File: src/rtl/disp_scan_ctrl.sv
// Display scan scheduler: alternates units/tens anodes with blanking guard gaps.
// Latency: outputs are registered with state; new-state values appear on the transition edge.
// No backpressure: free-running scan; new values are shown only from the next units slot.
// Optional feature macro: LEADING_ZERO_BLANK_EN (blank the tens slot when tens is 0).
module disp_scan_ctrl #(
  parameter int REFRESH_DIV = 50000,
  parameter int GUARD_CYC   = 500
) (
  input  logic       reloj,
  input  logic       reset,
  input  logic       enable,
  input  logic [3:0] dato_in,
  input  logic       dato_vld,
  output logic [3:0] an_out,
  output logic [3:0] dig_out,
  output logic       blank_out,
  output logic       slot_tick
);

  localparam int MAXC = (REFRESH_DIV > GUARD_CYC) ? REFRESH_DIV : GUARD_CYC;
  localparam int CW   = $clog2(MAXC) + 1;
  localparam logic [CW-1:0] REF_LAST = CW'(REFRESH_DIV - 1);
  localparam logic [CW-1:0] GRD_LAST = CW'(GUARD_CYC - 1);

  typedef enum logic [2:0] {
    S_OFF = 3'd0,
    S_U   = 3'd1,
    S_GUT = 3'd2,
    S_T   = 3'd3,
    S_GTU = 3'd4
  } state_t;

  state_t        r_state;
  state_t        w_nxt;
  logic [CW-1:0] r_cnt;
  logic [3:0]    r_shadow;
  logic [3:0]    r_committed;
  logic [3:0]    r_an;
  logic [3:0]    r_dig;
  logic          r_blank;
  logic          r_tick;

  logic          w_chg;
  logic          w_enter_u;
  logic [3:0]    w_cm_nxt;
  logic          w_tens;
  logic [3:0]    w_units;
  logic [3:0]    w_an_nxt;
  logic [3:0]    w_dig_nxt;
  logic          w_blank_nxt;
  logic          w_tick_nxt;

  assign w_chg     = (w_nxt != r_state);
  assign w_enter_u = w_chg && (w_nxt == S_U);
  // The committed value only moves on U entry, so a frame never mixes two values.
  assign w_cm_nxt  = w_enter_u ? r_shadow : r_committed;
  assign w_tens    = (w_cm_nxt >= 4'd10);
  assign w_units   = w_tens ? (w_cm_nxt - 4'd10) : w_cm_nxt;

  // State, slot counter, data registers and registered Moore outputs.
  always_ff @(posedge reloj) begin
    if (reset) begin
      r_state     <= S_OFF;
      r_cnt       <= '0;
      r_shadow    <= 4'd0;
      r_committed <= 4'd0;
      r_an        <= 4'b1111;
      r_dig       <= 4'd0;
      r_blank     <= 1'b1;
      r_tick      <= 1'b0;
    end else begin
      r_state     <= w_nxt;
      if (w_chg || (r_state == S_OFF)) begin
        r_cnt <= '0;
      end else begin
        r_cnt <= r_cnt + 1'b1;
      end
      if (dato_vld) begin
        r_shadow <= dato_in;
      end
      r_committed <= w_cm_nxt;
      r_an        <= w_an_nxt;
      r_dig       <= w_dig_nxt;
      r_blank     <= w_blank_nxt;
      r_tick      <= w_tick_nxt;
    end
  end

  // Next-state: disable wins from any state; slots and guards end on their last count.
  always_comb begin
    w_nxt = r_state;
    if (!enable) begin
      w_nxt = S_OFF;
    end else begin
      case (r_state)
        S_OFF:   w_nxt = S_U;
        S_U:     if (r_cnt == REF_LAST) w_nxt = S_GUT;
        S_GUT:   if (r_cnt == GRD_LAST) w_nxt = S_T;
        S_T:     if (r_cnt == REF_LAST) w_nxt = S_GTU;
        S_GTU:   if (r_cnt == GRD_LAST) w_nxt = S_U;
        default: w_nxt = S_OFF;
      endcase
    end
  end

  // Output decode from the next state so outputs switch on the same edge as state.
  always_comb begin
    w_an_nxt    = 4'b1111;
    w_dig_nxt   = r_dig;
    w_blank_nxt = 1'b1;
    w_tick_nxt  = w_chg && ((w_nxt == S_U) || (w_nxt == S_T));
    case (w_nxt)
      S_U: begin
        w_an_nxt    = 4'b1110;
        w_dig_nxt   = w_units;
        w_blank_nxt = 1'b0;
      end
      S_T: begin
`ifdef LEADING_ZERO_BLANK_EN
        if (w_tens) begin
          w_an_nxt    = 4'b1101;
          w_dig_nxt   = {3'b000, w_tens};
          w_blank_nxt = 1'b0;
        end
`else
        w_an_nxt    = 4'b1101;
        w_dig_nxt   = {3'b000, w_tens};
        w_blank_nxt = 1'b0;
`endif
      end
      default: begin
        w_an_nxt    = 4'b1111;
        w_blank_nxt = 1'b1;
      end
    endcase
  end

  assign an_out    = r_an;
  assign dig_out   = r_dig;
  assign blank_out = r_blank;
  assign slot_tick = r_tick;

endmodule

File: config.mk
export PLATFORM = sky130hd
export DESIGN_NAME = disp_scan_ctrl
export DESIGN_NICKNAME = d
export VERILOG_FILES = /design/src/rtl/disp_scan_ctrl.sv
export SDC_FILE = /design/constraint.sdc
export NUM_CORES = 1
export LEC_CHECK = 0
export BUFFER_PORTS_ARGS = -buffer_cell sky130_fd_sc_hd__buf_2
export CORE_ASPECT_RATIO = 0.8
export CORE_MARGIN = 8
export CORE_UTILIZATION = 60
export DETAILED_ROUTE_END_ITERATION = 12
export GPL_TIMING_DRIVEN = 0
export PLACE_DENSITY = 0.88
export SLEW_MARGIN = 20
export SYNTH_ARGS = -nofsm -noshare
export SYNTH_HDL_FRONTEND = slang
export SYNTH_SLANG_ARGS = --single-unit
File: constraint.sdc
create_clock -name reloj -period 4.6 [get_ports reloj]
set_input_delay 1.38 -clock reloj [delete_from_list [all_inputs] [get_ports reloj]]
set_output_delay 1.38 -clock reloj [all_outputs]
set_load 0.05 [all_outputs]
==> impl_metrics.py <==
metrics = {
    "outcome": {
        "outcome": "finished, final reports clean",
    },
    "run": {
        "drv_cap": 0,
    },
    "route": {
        "vias": 1521,
        "drtIter0Drc": 164,
        "dr.pass1.iters": 4,
        "route.detailed.drc": 0,
        "wl_per_cell_um": 13.8,
        "drtAntennaViolNets": 0,
        "wl_um": 3770,
        "vias_per_cell": 5.55,
    },
    "cts": {
        "clock-root-buffer": "clkbuf_8",
        "clockBufferDepth": 2,
        "clock_sinks": 36,
        "clock_latency_ps": 290,
        "numCtsBuffers": 5,
        "postCtsResizedCells": 0,
        "cts_hold_buf": 0,
        "clk_pin_slew_worst_paths_ps": 70,
        "post_cts_buffers": 0,
        "htreeDepth": 2,
        "cts_tree": "done",
    },
    "grt": {
        "antenna_found_initial": 0,
        "grt.total_usage_pct": 16.2,
        "grt_pass1_vias": 1412,
        "grt_pass1_wl_um": 6570,
        "grt_max_degree": 13,
        "grt_overflow": 0,
    },
    "sta": {
        "post-route-min-period_ps": 3450,
        "slew_viol_final": 0,
        "final_hold_viol_count": 0,
        "skew_ps": 8.75,
        "finalSetupTns_ps": 0,
        "setup_viol": 0,
        "rsz0062_at_grt": "false",
        "finalCritPeriodShare_pct": 75.0,
        "holdWs_ps": 461,
        "fmax_ghz": 0.290,
    },
    "power": {
        "seqPwrFrac_pct": 48.1,
        "sw_frac_of_total_pct": 25.2,
        "intPower_mw": 0.508,
        "net-switching-power_mw": 0.171,
        "comb_power_share_pct": 11.3,
        "ir_drop_uv": 254,
        "clkPwrFrac_pct": 40.6,
        "p_leak_nw": 0.762,
        "power_density_mw_per_mm2": 329,
    },
    "floorplanning": {
        "start_util_pct": 61.1,
        "fp.dieW_um": 77.8,
        "die_h_um": 65.4,
        "fp-row-count": 18,
        "ios": 18,
        "die-area_mm2": 0.00509,
        "coreArea_mm2": 0.00300,
    },
    "place": {
        "dp_hpwl_um": 2830,
        "place_congestion": 0.875,
        "dp.cells": 266,
        "port_buffers": 14,
    },
    "yosys": {
        "ys_ff_latch": 36,
        "yosys_most_used_dff": "dfxtp_1",
        "synth_cell_type_count": 52,
        "yosysTopAreaCell": "dfxtp_1",
        "synth.avg_cell_area_um2": 8.68,
        "ys_warn_count": 0,
        "yosysSeqAreaShare_pct": 39.4,
        "syn_area_mm2": 0.00183,
        "synth_area_leaders": "dfxtp_1 39%, nor2_1 8.2%, nand3_1 3.8%",
        "async_flop_share_pct": 0,
        "synth-edff-count": 0,
        "syn_inst": 211,
        "yosysTopAreaCellShare_pct": 39.4,
    },
    "finish": {
        "nFillCells": 257,
        "syn_to_final_growth_pct": 12.9,
        "layout.nets": 243,
        "diodes": 0,
        "drive_above_1_share_pct": 17.5,
        "fin_cells": 274,
    },
    "critical_path": {
        "max_stage_delay_ps": 370,
        "critical_path_class": "input pin to flop",
        "crit_fanout": 10,
        "crit_family": "compound AO/OA/AOI/OAI gates",
        "crit_buf_inv": 3,
        "end_kind": "flop",
        "cp.required_ps": 4830,
        "critical_path_arrival_ps": 3680,
        "path_cells": "buf_2 -> clkbuf_1 -> nor3b_1 -> and3_1 -> a21bo_4 -> buf_8 -> nor2_1 -> a21oi_1 -> ha_1 -> a221o_1 -> o2bb2ai_1",
        "cp-start-kind": "input pin",
        "slowest_stage": "nor3b_1",
    },
    "hold_path": {
        "hold_class": "flop to flop",
    },
}
power groups by stage:
stage | Combinational (mW) | Sequential (mW) | Clock [mW]
floorplan | 0.0439 | 0.348 | 0
global placement | 0.0750 | 0.333 | 0
detailed placement | 0.0763 | 0.334 | 0
CTS | 0.0768 | 0.326 | 0.280
global route | 0.0835 | 0.327 | 0.294
finish | 0.0766 | 0.327 | 0.276
metrics by stage:
stage                     area (um2)  total power, mW  utilization, %  setup WS [ps]
after floorplan                 1830            0.392               -           1280
final                           2070            0.679            69.0           1150
after global routing            2070            0.705            69.0            975
after CTS                       2070            0.684            69.0           1150
after detailed placement        1950            0.410            65.2            871
after global placement          1950            0.408            65.2            855
worst paths after layout:
| kind | startpoint | end | slack [ps] | cells past startpoint |
|---|---|---|---|---|
| setup / recovery | enable | dig_out[2] | 1150 | 11 |
| hold / removal | dig_out[1] | dig_out[1] | 460 | 1 |
| setup reg to reg | r_cnt[10] | dig_out[2] | 1890 | 9 |
| hold reg to reg | dig_out[1] | dig_out[1] | 460 | 1 |
worst register-to-register path, stage by stage (launching register included):
cell and delay [ps]:
dfxtp_1 350, or4_4 590, nor3_4 360, a21bo_4 220, buf_8 130, nor2_1 40
a21oi_1 200, ha_1 280, a221o_1 340, o2bb2ai_1 120
logic make-up after synthesis:
group           after synthesis  synth area share (%)
xor+xnor                     15                  7.18
flops                        36                  39.4
fa+ha+maj                     2                  1.37
compound gates               32                  13.3
buf+inv                      18                  5.26
simple gates                100                  29.5
other cells                   1                 0.205
mux                           7                  3.90
cell usage in the layout (no fill, tap or decap), types with 2 or more instances in the layout:
cell type and n:
nand2b_1 5, and3_1 6, buf_4 4, clkbuf_8 5, o2bb2ai_1 2, a221o_1 2
nor2_1 40, dfxtp_1 36, xnor2_1 7, xor2_1 8, inv_1 5, a311oi_1 2
conb_1 2, clkbuf_1 4, nand4_1 2, o21ai_0 5, a21oi_1 7, nand2_1 10
ha_1 2, nand3_1 14, and2_1 3, nor3_1 5, mux2i_1 6, a31oi_1 4
buf_2 16, or4b_1 2
synth_stat cells (2+ instances only):
| cell | n |
|---|---|
| dfxtp_1 | 36 |
| xnor2_1 | 7 |
| nor2_1 | 40 |
| and3_1 | 6 |
| mux2i_1 | 6 |
| nand2b_1 | 5 |
| buf_4 | 4 |
| a31oi_1 | 4 |
| o2bb2ai_1 | 2 |
| o21ai_0 | 5 |
| buf_2 | 2 |
| ha_1 | 2 |
| and2_1 | 3 |
| xor2_1 | 8 |
| a21oi_1 | 7 |
| a311oi_1 | 2 |
| a221o_1 | 2 |
| inv_1 | 5 |
| nand4_1 | 2 |
| or4b_1 | 2 |
| clkbuf_1 | 4 |
| nor3_1 | 5 |
| nand2_1 | 10 |
| nand3_1 | 14 |
sequential cells by signal, summed over array words and instances, names as in the netlist:
signal and count:
r_state 3, slot_tick 1, dig_out 4, blank_out 1, an_out 2, r_shadow 4, r_committed 4, r_cnt 17
routing by layer:
layer,vias to the layer above,part of all wire [%],GRT usage (%)
met5,-,0,0
met4,0,2.1,9.62
met3,9,5.4,4.36
met2,34,45,24.5
met1,699,47,20.3
li1,779,-,-
cell type report:
type | instances | area, um2 | share of cell area [%]
buffer | 12 | 73.8 | 3.57
clock buffer | 5 | 68.8 | 3.33
clock inverter | 3 | 42.5 | 2.06
inverter | 6 | 22.5 | 1.09
multi-input combinational | 158 | 1020 | 49.2
sequential | 36 | 721 | 34.9
tap | 40 | 50.0 | 2.42
timing repair buffer | 14 | 70.1 | 3.39
Note: power is estimated with default switching activity, not from simulation.
